<file path="config.mk">
export PLATFORM = sky130hd
export DESIGN_NAME = calc_unit
export DESIGN_NICKNAME = d
export VERILOG_FILES = /design/src/rtl/calc_pkg.sv /design/src/rtl/calc_mul_seq.sv /design/src/rtl/calc_unit.sv
export SDC_FILE = /design/constraint.sdc
export NUM_CORES = 1
export LEC_CHECK = 0
export CAP_MARGIN = 10
export CORE_UTILIZATION = 47
export CTS_CLUSTER_DIAMETER = 80
export DETAILED_ROUTE_END_ITERATION = 8
export PLACE_DENSITY = 0.77
export SETUP_SLACK_MARGIN = 0.05
export SLEW_MARGIN = 0
export SYNTH_ARGS = -nofsm -noshare
export SYNTH_HDL_FRONTEND = slang
export SYNTH_SLANG_ARGS = --single-unit
</file>
<file path="constraint.sdc">
create_clock -name clk -period 2.2 [get_ports clk]
set_input_delay 0.44 -clock clk [delete_from_list [all_inputs] [get_ports clk]]
set_output_delay 0.44 -clock clk [all_outputs]
set_load 0.005 [all_outputs]
</file>
<file path="src/rtl/calc_pkg.sv">
// calc_pkg: opcode encoding and FSM state type shared by the calc_unit slice.
// The MUL state only exists when CALC_MUL_EN is defined.
package calc_pkg;

  localparam logic [2:0] OP_ADD  = 3'b000;
  localparam logic [2:0] OP_SUB  = 3'b001;
  localparam logic [2:0] OP_OR   = 3'b010;
  localparam logic [2:0] OP_NEG  = 3'b011;
  localparam logic [2:0] OP_AND  = 3'b100;
  localparam logic [2:0] OP_XOR  = 3'b101;
  localparam logic [2:0] OP_MUL  = 3'b110;
  localparam logic [2:0] OP_RSVD = 3'b111;

`ifdef CALC_MUL_EN
  typedef enum logic [1:0] {
    ST_IDLE = 2'd0,
    ST_MUL  = 2'd1,
    ST_DONE = 2'd2
  } state_t;
`else
  typedef enum logic [1:0] {
    ST_IDLE = 2'd0,
    ST_DONE = 2'd2
  } state_t;
`endif

endpackage

</file>
<file path="src/rtl/calc_mul_seq.sv">
// calc_mul_seq: iterative shift-add multiplier, one partial product per cycle.
// start latches the operands; WIDTH steps later done pulses for one cycle
// with the full product available on product. Only instantiated when
// CALC_MUL_EN is defined.
module calc_mul_seq #(
  parameter int WIDTH = 8
) (
  input  logic                 clk,
  input  logic                 rst,
  input  logic                 start,
  input  logic [WIDTH-1:0]     a,
  input  logic [WIDTH-1:0]     b,
  output logic                 done,
  output logic [2*WIDTH-1:0]   product
);

  localparam int CW = $clog2(WIDTH);

  logic [WIDTH-1:0]   a_reg;
  logic [WIDTH-1:0]   b_reg;
  logic [2*WIDTH-1:0] acc_reg;
  logic [CW-1:0]      cnt_reg;
  logic               busy_reg;
  logic               done_reg;

  // Partial product for each multiplier bit: a shifted into place, or zero.
  logic [2*WIDTH-1:0] pp [WIDTH];

  generate
    for (genvar gi = 0; gi < WIDTH; gi++) begin : g_pp
      assign pp[gi] = b_reg[gi] ? ({{WIDTH{1'b0}}, a_reg} << gi) : '0;
    end
  endgenerate

  // Operand capture on start, then accumulate one partial product per cycle.
  always_ff @(posedge clk) begin
    if (rst) begin
      a_reg    <= '0;
      b_reg    <= '0;
      acc_reg  <= '0;
      cnt_reg  <= '0;
      busy_reg <= 1'b0;
      done_reg <= 1'b0;
    end else begin
      done_reg <= 1'b0;
      if (start) begin
        a_reg    <= a;
        b_reg    <= b;
        acc_reg  <= '0;
        cnt_reg  <= '0;
        busy_reg <= 1'b1;
      end else if (busy_reg) begin
        acc_reg <= acc_reg + pp[cnt_reg];
        if (cnt_reg == CW'(WIDTH - 1)) begin
          cnt_reg  <= '0;
          busy_reg <= 1'b0;
          done_reg <= 1'b1;
        end else begin
          cnt_reg <= cnt_reg + 1'b1;
        end
      end
    end
  end

  assign done    = done_reg;
  assign product = acc_reg;

endmodule

</file>
<file path="src/rtl/calc_unit.sv">
// calc_unit: handshaked ALU with one registered result plus flags.
// Single-cycle ops are computed combinationally and registered on accept;
// multiply goes through calc_mul_seq when CALC_MUL_EN is defined, otherwise
// op 110 reports err like the reserved opcode.
module calc_unit
  import calc_pkg::*;
#(
  parameter int WIDTH = 8
) (
  input  logic             clk,
  input  logic             rst,
  input  logic             in_valid,
  output logic             in_ready,
  input  logic [2:0]       op,
  input  logic [WIDTH-1:0] a,
  input  logic [WIDTH-1:0] b,
  output logic             out_valid,
  input  logic             out_ready,
  output logic [WIDTH-1:0] z,
  output logic             carry,
  output logic             zero,
  output logic             err
);

  state_t state_reg, state_next;

  logic accept;
  logic is_mul;

  logic [WIDTH:0]   sum_w;
  logic [WIDTH-1:0] alu_z;
  logic             alu_carry;
  logic             alu_err;
  logic             alu_zero;

  logic [WIDTH-1:0] z_reg;
  logic             carry_reg;
  logic             zero_reg;
  logic             err_reg;

`ifdef CALC_MUL_EN
  logic               mul_done;
  logic [2*WIDTH-1:0] mul_product;

  assign is_mul = (op == OP_MUL);

  calc_mul_seq #(.WIDTH(WIDTH)) u_mul (
    .clk     (clk),
    .rst     (rst),
    .start   (accept && is_mul),
    .a       (a),
    .b       (b),
    .done    (mul_done),
    .product (mul_product)
  );
`else
  assign is_mul = 1'b0;
`endif

  assign accept = in_valid && in_ready;

  // Single-cycle ALU; anything it cannot compute is flagged as err.
  always_comb begin
    sum_w     = {1'b0, a} + {1'b0, b};
    alu_z     = '0;
    alu_carry = 1'b0;
    alu_err   = 1'b0;
    case (op)
      OP_ADD: begin
        alu_z     = sum_w[WIDTH-1:0];
        alu_carry = sum_w[WIDTH];
      end
      OP_SUB: begin
        alu_z     = a - b;
        alu_carry = (a < b);
      end
      OP_OR:  alu_z = a | b;
      OP_NEG: alu_z = ~a + WIDTH'(1);
      OP_AND: alu_z = a & b;
      OP_XOR: alu_z = a ^ b;
`ifdef CALC_MUL_EN
      OP_MUL: alu_z = '0;
`endif
      default: alu_err = 1'b1;
    endcase
    alu_zero = !alu_err && (alu_z == '0);
  end

  // State register.
  always_ff @(posedge clk) begin
    if (rst) state_reg <= ST_IDLE;
    else     state_reg <= state_next;
  end

  // Next-state logic; a result handshake always returns to IDLE first.
  always_comb begin
    state_next = state_reg;
    case (state_reg)
      ST_IDLE: begin
        if (accept) state_next = is_mul ? state_t'(2'd1) : ST_DONE;
      end
`ifdef CALC_MUL_EN
      ST_MUL: begin
        if (mul_done) state_next = ST_DONE;
      end
`endif
      ST_DONE: begin
        if (out_ready) state_next = ST_IDLE;
      end
      default: state_next = ST_IDLE;
    endcase
  end

  // Handshake outputs decoded from state; reset forces in_ready low.
  always_comb begin
    in_ready  = (state_reg == ST_IDLE) && !rst;
    out_valid = (state_reg == ST_DONE);
  end

  // Result registers load on a single-cycle accept or multiply completion.
  always_ff @(posedge clk) begin
    if (rst) begin
      z_reg     <= '0;
      carry_reg <= 1'b0;
      zero_reg  <= 1'b0;
      err_reg   <= 1'b0;
    end else if (accept && !is_mul) begin
      z_reg     <= alu_z;
      carry_reg <= alu_carry;
      zero_reg  <= alu_zero;
      err_reg   <= alu_err;
    end
`ifdef CALC_MUL_EN
    else if (state_reg == ST_MUL && mul_done) begin
      z_reg     <= mul_product[WIDTH-1:0];
      carry_reg <= |mul_product[2*WIDTH-1:WIDTH];
      zero_reg  <= (mul_product[WIDTH-1:0] == '0);
      err_reg   <= 1'b0;
    end
`endif
  end

  assign z     = z_reg;
  assign carry = carry_reg;
  assign zero  = zero_reg;
  assign err   = err_reg;

endmodule

</file>
==> results.yml, run 1 <==
outcome:
  outcome: "did not finish"
  lastStage: "global routing"
  stop_error: "[ERROR GRT-0232] Routing congestion too high. Check the congestion heatmap in the GUI."
yosys:
  synth_edf_count: 0
  synth_top_family_by_area: "compound AO/OA/AOI/OAI gates"
  synth_warnings: 0
  synth_top_cell_by_area: "ha_1"
  syn_area_per_cell_um2: 7.638
  ys_ff_latch: 12
  synthFlopType: "dfxtp_1"
  synthMuxAreaShare: 0.05342
  synth_fa_ha_area_frac: 0.2080
  yosys.area_share.simple: 0.1937
  synth-compound-area-share: 0.2885
  synth_top_area_frac: 0.1852
  synth.most_common_cell: "ha_1"
  synth_xor_area_frac: 0.02991
  synth_area_leaders: "ha_1 19%, dfxtp_1 14%, inv_1 4.9%"
  yosys.cell_types.count: 52
  synth_seq_area_share: 0.1368
  syn_nets: 281
  yosys-top-cells-count: "26 x ha_1, 23 x inv_1, 21 x nor2_1"
  syn_area_um2: 1757
  async_reset_ff_frac: 0
  postSynthCellCount: 230
placed_design:
  routabilityCongestion: 0.9323
  hpwl_um: 4691
  dpl-instance-area_um2: 2761
  dp.cells: 379
  io_buffers: 35
global_route:
  grt_remaining_overflow: 4
  grt_usage: 0.5430
  grt_max_degree: 10
timing:
  worstEpCategory: "register data pin"
  worst_endpoint: "zero$_SDFFE_PP0P_/D"
clock_network:
  htreeDepth: 1
  clockRootBuffer: "clkbuf_8"
  numCtsBuffers: 3
  cts-hold-fix-buffers: 0
  clockBufferDepth: 2
  clkSinkCount: 12
floorplanning:
  die_y_um: 63.14
  initial_core_util: 0.5065
  die_w_um: 63.14
  ioPinCount: 36
  rows: 21
==> logic make-up after synthesis <==
family,after synthesis
AND/OR/NAND/NOR,68
XOR/XNOR,6
AO/OA/AOI/OAI,73
flip-flops,12
multiplexers,8
buffers and inverters,35
adder cells (fa/ha/maj),28
==> metal layers <==
| metal | GRT overflow | GRT usage |
|---|---|---|
| met1 | 0 | 0.5469 |
| met2 | 2 | 0.8387 |
| met3 | 0 | 0.2373 |
| met4 | 2 | 0.4971 |
| met5 | 0 | 0 |
==> metrics by stage <==
step | setup slack (ns) | util | hold slack, ns
2_1_floorplan | -0.08568 | - | 0.4422
3_3_place_gp | -0.7486 | 0.7962 | 0.4349
3_5_place_dp | -0.8661 | 0.7962 | 0.4445
4_1_cts | -0.1147 | 0.8828 | 0.4508
==> what timing repair did <==
item / 4_1_cts
setup buffers: 7
endpoints found under the setup margin: 9
gates cloned: 0
resized for setup: 86
pin swaps: 32
==> run 2: changes to the inputs <==
Settings changed: CORE_UTILIZATION 47 to 35, CTS_CLUSTER_DIAMETER 80 to default, PLACE_DENSITY 0.77 to default, PLACE_DENSITY_LB_ADDON from default to 0.15, SETUP_SLACK_MARGIN 0.05 to default.
Clock period 2.2 ns to 2.86 ns, I/O delays scaled along.
==> run 2 against run 1 <==
- the run now ends clean
- synthesized cell count did not move
- synthesized area did not move
==> results.yml, run 2 <==
timing:
  worst_hold_slack_ns: 0.4430
  worst_pin_slew_ns: 0.5760
  slew_viol_final: 0
  slew_headroom: 0.6146
  fmax_mhz: 367.2
  setup_viol: 0
  finalSetupTns_ns: 0
  period_needed_ns: 2.723
  period_share: 0.9521
  clock_skew_ns: 0.001641
  finalHoldViolCount: 0
placed_design:
  hpwl_um: 3973
  io_buffers: 35
  routabilityCongestion: 0.8448
  dp.cells: 362
power_and_ir_drop:
  p_per_area_nw_per_um2: 293.2
  p_int_mw: 0.5042
  leakagePower_nw: 1.176
  ir_drop_uv: 149.8
  combPwrFrac: 0.518
  seq_power_share: 0.242
  p_clk_frac: 0.240
  switching_share: 0.3387
  netSwitchingPower_mw: 0.2582
route:
  dr.pass1.iters: 4
  drcViolationCount: 0
  wirelength_um: 5027
  drt-initial-drc-count: 70
  wl_per_cell_um: 13.48
  ant_nets: 0
  vias: 1908
  vias_per_cell: 5.115
outcome:
  outcome: "finished clean"
global_route:
  grt_use_met2: 0.3313
  grt_pass1_wl_um: 8142
  grt_use_met1: 0.2735
  grt_use_met3: 0.01243
  grt_max_degree: 12
  gr-max-usage-layer: "met2"
  antenna_found_initial: 0
  grt_pass1_vias: 1706
  grt_remaining_overflow: 0
  grt_usage: 0.1955
worst_setup_path:
  r2r-start: "state_reg[1]$_SDFFE_PP0P_"
  crit_chain: "clkdlybuf4s50_1 > inv_1 > buf_4 > ha_1 > buf_4 > o31ai_2 > buf_4 > o22ai_1 > nor2_1 > o21ai_2 > nor4_1 > a32o_1"
  crit_start: "b[2]"
  crit_arrival_ns: 2.91
  crit_required_ns: 3.04
  crit_buf_inv: 5
  crit_type: "primary input to flop"
  start_kind: "primary input"
  cpPeakStageDelay_ns: 0.48
  crit_family: "buffers and inverters"
  path_common_cell: "buf_4"
  crit_slowest_cell: "clkdlybuf4s50_1"
  endpoint_kind: "flop"
  path_max_fanout: 3
yosys:
  synth_warnings: 0
  postSynthCellCount: 230
  yosys.cell_types.count: 52
  syn_area_per_cell_um2: 7.638
  synth.most_common_cell: "ha_1"
  synth_top_cell_by_area: "ha_1"
  synthFlopType: "dfxtp_1"
  synth_edf_count: 0
  synth_seq_area_share: 0.1368
  syn_nets: 281
  ys_ff_latch: 12
  synth_area_leaders: "ha_1 19%, dfxtp_1 14%, inv_1 4.9%"
  async_reset_ff_frac: 0
  yosys-top-cells-count: "26 x ha_1, 23 x inv_1, 21 x nor2_1"
  synth_top_area_frac: 0.1852
  syn_area_um2: 1757
final_layout:
  area_growth_pct: 48.01
  fin_cells: 373
  regArea_um2: 240.2
  fill_cells: 477
  largest_reg_flops: 8
  fin_nets: 358
  antenna_cells: 0
  fin_util: 0.5433
  drive_above_1_share: 0.2386
  multi_input_comb_area_um2: 1418
  mostFrequentLayoutCell: "buf_4"
  final_cell_mix: "48 x buf_4, 31 x clkdlybuf4s50_1, 24 x ha_1"
clock_network:
  numCtsBuffers: 3
  htreeDepth: 1
  clockRootBuffer: "clkbuf_8"
  cts_tree: "built"
  clkSinkCount: 12
  clockBufferDepth: 2
  clk_pin_slew_ns: 0.05
  clk_latency_ns: 0.24
floorplanning:
  rows: 25
  die_y_um: 72.85
  core_area_um2: 4786
  fp.dieArea_um2: 5306
  initial_core_util: 0.3671
  die_w_um: 72.85
  ioPinCount: 36
run:
  cap_viol_max_count: 0
min_path:
  min-delay-start: "z[5]$_SDFFE_PP0P_"
  worst_hold_path_type: "flop to flop"
## run 2: repair_timing
item / 4_1_cts / 5_1_grt
pin swaps: 7 / 10
buffers inserted: 6 / 1
hold buffers: 0 / 0
resized for setup: 5 / 10
endpoints found under the setup margin: 1 / 4
## run 2: tightest hold or removal path: stages (launching register included)
cell and delay, ns:
dfxtp_1 0.30, nand2_1 0.05, o21ai_1 0.05
## run 2: path summary, 6_finish.rpt
check,slack [ns],cells after the start,end
worst min-delay path,0.44,2,z[5]$_SDFFE_PP0P_
worst max register to register,1.18,6,zero$_SDFFE_PP0P_
worst min register to register,0.44,2,z[5]$_SDFFE_PP0P_
worst max-delay path,0.14,12,zero$_SDFFE_PP0P_
## run 2: power by group through the flow
stage | sequential (mW) | combinational, mW | clock, mW
floorplan | 0.189 | 0.198 | 0
global placement | 0.188 | 0.363 | 0
detailed placement | 0.188 | 0.365 | 0
CTS | 0.185 | 0.376 | 0.186
global route | 0.185 | 0.431 | 0.193
finish | 0.184 | 0.395 | 0.183
## run 2: stage by stage
stage                     power (mW)  cell area, µm²  setup WS (ns)
after global routing          0.8095            2600       -0.02597
after CTS                     0.7464            2539      0.0006619
after floorplan               0.3870            1757         0.3584
final                         0.7624            2600         0.1370
after detailed placement      0.5526            2431        -0.2757
after global placement        0.5512            2431        -0.1903
## run 2: logic make-up after synthesis
family / Yosys count / share of synthesized area
multiplexers: 8 / 0.05342
buffers and inverters: 35 / 0.08973
XOR/XNOR: 6 / 0.02991
flip-flops: 12 / 0.1368
adder cells (fa/ha/maj): 28 / 0.2080
AND/OR/NAND/NOR: 68 / 0.1937
AO/OA/AOI/OAI: 73 / 0.2885
## run 2: final cells by class
type,instances,share of cell area
Sequential cell,12,0.09240
Clock buffer,4,0.02117
Multi-Input combinational cell,183,0.5452
Timing Repair Buffer,83,0.2743
Tap cell,67,0.03224
Inverter,24,0.03465
## run 2: metal layers
metal / part of all wire / wire (µm) / up-vias
met2: 0.46 / 2295 / 53
met4: 0.0076 / 38 / 0
met1: 0.49 / 2456 / 870
met5: 0 / 0 / -
met3: 0.047 / 237 / 5
li1: - / - / 980
No activity file was read; power rests on OpenSTA's default activity.
==> run 3: changes to the inputs <==
Settings changed: GPL_ROUTABILITY_DRIVEN from default to 1, PLACE_DENSITY_LB_ADDON 0.15 to default, SETUP_SLACK_MARGIN from default to 0.1.
==> run 3 against run 2 <==
- largest cell class unchanged
- via count shrank 1.8%
- sequential share of layout area grew 0.10 points
- die area is the same
- final cell count shrank 1.9%
- worst setup slack gained 0.068 ns
- clock skew grew 0.00063 ns
- first-iteration DRC count grew 20%
- global-route usage shrank 0.63 points
- register-to-register slack is essentially flat
==> results.yml, run 3 (synthesis gave the netlist of run 2 again) <==
final_layout:
  fin_nets: 352
  fill_cells: 486
  antenna_cells: 0
  area_growth_pct: 46.37
  fin_util: 0.5373
  largest_reg_flops: 8
  mostFrequentLayoutCell: "buf_4"
  final_cell_mix: "42 x buf_4, 31 x clkdlybuf4s50_1, 23 x ha_1"
  design_area_um2: 2571
  drive_above_1_share: 0.2508
clock_network:
  clockBufferDepth: 2
  clk_latency_ns: 0.24
  numCtsBuffers: 3
  cts_tree: "built"
  clkSinkCount: 12
  clockRootBuffer: "clkbuf_8"
  htreeDepth: 1
  clk_pin_slew_ns: 0.05
floorplanning:
  rows: 25
  die_y_um: 72.85
  core_area_um2: 4786
  ioPinCount: 36
  fp.dieArea_um2: 5306
  die_w_um: 72.85
  initial_core_util: 0.3671
worst_setup_path:
  crit_type: "primary input to flop"
  path_max_fanout: 6
  crit_required_ns: 3.04
  start_kind: "primary input"
  endpoint_kind: "flop"
  crit_arrival_ns: 2.84
timing:
  setup_viol: 0
  period_needed_ns: 2.655
  slew_viol_final: 0
  clock_skew_ns: 0.002268
  final.setup.worst_slack_ns: 0.2050
  slew_headroom: 0.6266
  worst_pin_slew_ns: 0.5580
  worst_hold_slack_ns: 0.4402
  period_share: 0.9283
  finalHoldViolCount: 0
  rsz0062_at_grt: "false"
  fmax_mhz: 376.6
route:
  vias: 1874
  drt-initial-drc-count: 84
  wl_per_cell_um: 13.01
  dr.pass1.iters: 4
  wirelength_um: 4763
  ant_nets: 0
  drcViolationCount: 0
  vias_per_cell: 5.120
min_path:
  worst_hold_path_type: "flop to flop"
global_route:
  grt_remaining_overflow: 0
  grt_usage: 0.1892
  grt_pass1_vias: 1790
  grt_max_degree: 11
  antenna_found_initial: 0
  grt_pass1_wl_um: 7962
power_and_ir_drop:
  p_per_area_nw_per_um2: 281.1
  leakagePower_nw: 1.137
  netSwitchingPower_mw: 0.2507
  p_clk_frac: 0.206
  ir_drop_uv: 129.1
  switching_share: 0.3469
  p_int_mw: 0.4720
  seq_power_share: 0.255
  combPwrFrac: 0.539
placed_design:
  io_buffers: 35
  hpwl_um: 3871
  place_ws_ns: -0.2669
  routabilityCongestion: 0.8510
  dpl-instance-area_um2: 2431
run:
  cap_viol_max_count: 0
outcome:
  outcome: "finished clean"
run 3: stage by stage:
step | power [mW] | TNS, ns | instances
after floorplan | 0.3870 | 0 | 230
after global placement | 0.5511 | -0.4563 | 362
after detailed placement | 0.5512 | -0.5767 | 362
after CTS | 0.7169 | 0 | 366
after global routing | 0.7721 | 0 | 366
final | 0.7227 | 0 | 366
run 3: timing repair:
action,4_1_cts,5_1_grt
hold buffers,0,0
resized for setup,16,8
endpoints found under the setup margin,1,3
buffers inserted,1,0
pin swaps,11,6
run 3: area by class of cell:
cell class                      instances  area [µm²]  share of cell area
Tap cell                               67       83.83             0.03260
Timing Repair Buffer                   77       664.4              0.2584
Multi-Input combinational cell        183        1451              0.5645
Sequential cell                        12       240.2             0.09343
Inverter                               24       90.09             0.03504
Clock buffer                            3       41.29             0.01606
run 3: path summary, 6_finish.rpt:
check / from / endpoint / slack [ns] / cells past startpoint
setup reg to reg: state_reg[1]$_SDFFE_PP0P_ / zero$_SDFFE_PP0P_ / 1.17 / 6
setup / recovery: a[2] / zero$_SDFFE_PP0P_ / 0.20 / 11
hold reg to reg: z[7]$_SDFFE_PP0P_ / z[7]$_SDFFE_PP0P_ / 0.44 / 2
hold / removal: z[7]$_SDFFE_PP0P_ / z[7]$_SDFFE_PP0P_ / 0.44 / 2
run 3: power groups by stage:
stage,registers [mW],logic [mW],clock network [mW]
CTS,0.185,0.379,0.153
finish,0.185,0.390,0.149
detailed placement,0.188,0.363,0
global route,0.185,0.430,0.157
global placement,0.188,0.364,0
floorplan,0.189,0.198,0
run 3: per-layer routing:
layer	global-route usage	part of all wire	vias to the layer above
met3	0.01105	0.050	3
met1	0.2586	0.48	848
met2	0.3240	0.47	53
met4	0.04793	0.0065	0
li1	-	-	970
met5	0	0	-
run 3: critical path, cell delays in order:
cell and delay, ns:
clkdlybuf4s50_1 0.48, inv_1 0.08, ha_4 0.26, buf_4 0.16, nor2b_2 0.15, o31ai_4 0.07, buf_4 0.14, a221oi_1 0.30
o21ai_2 0.13, nor4_1 0.28, a32o_1 0.20
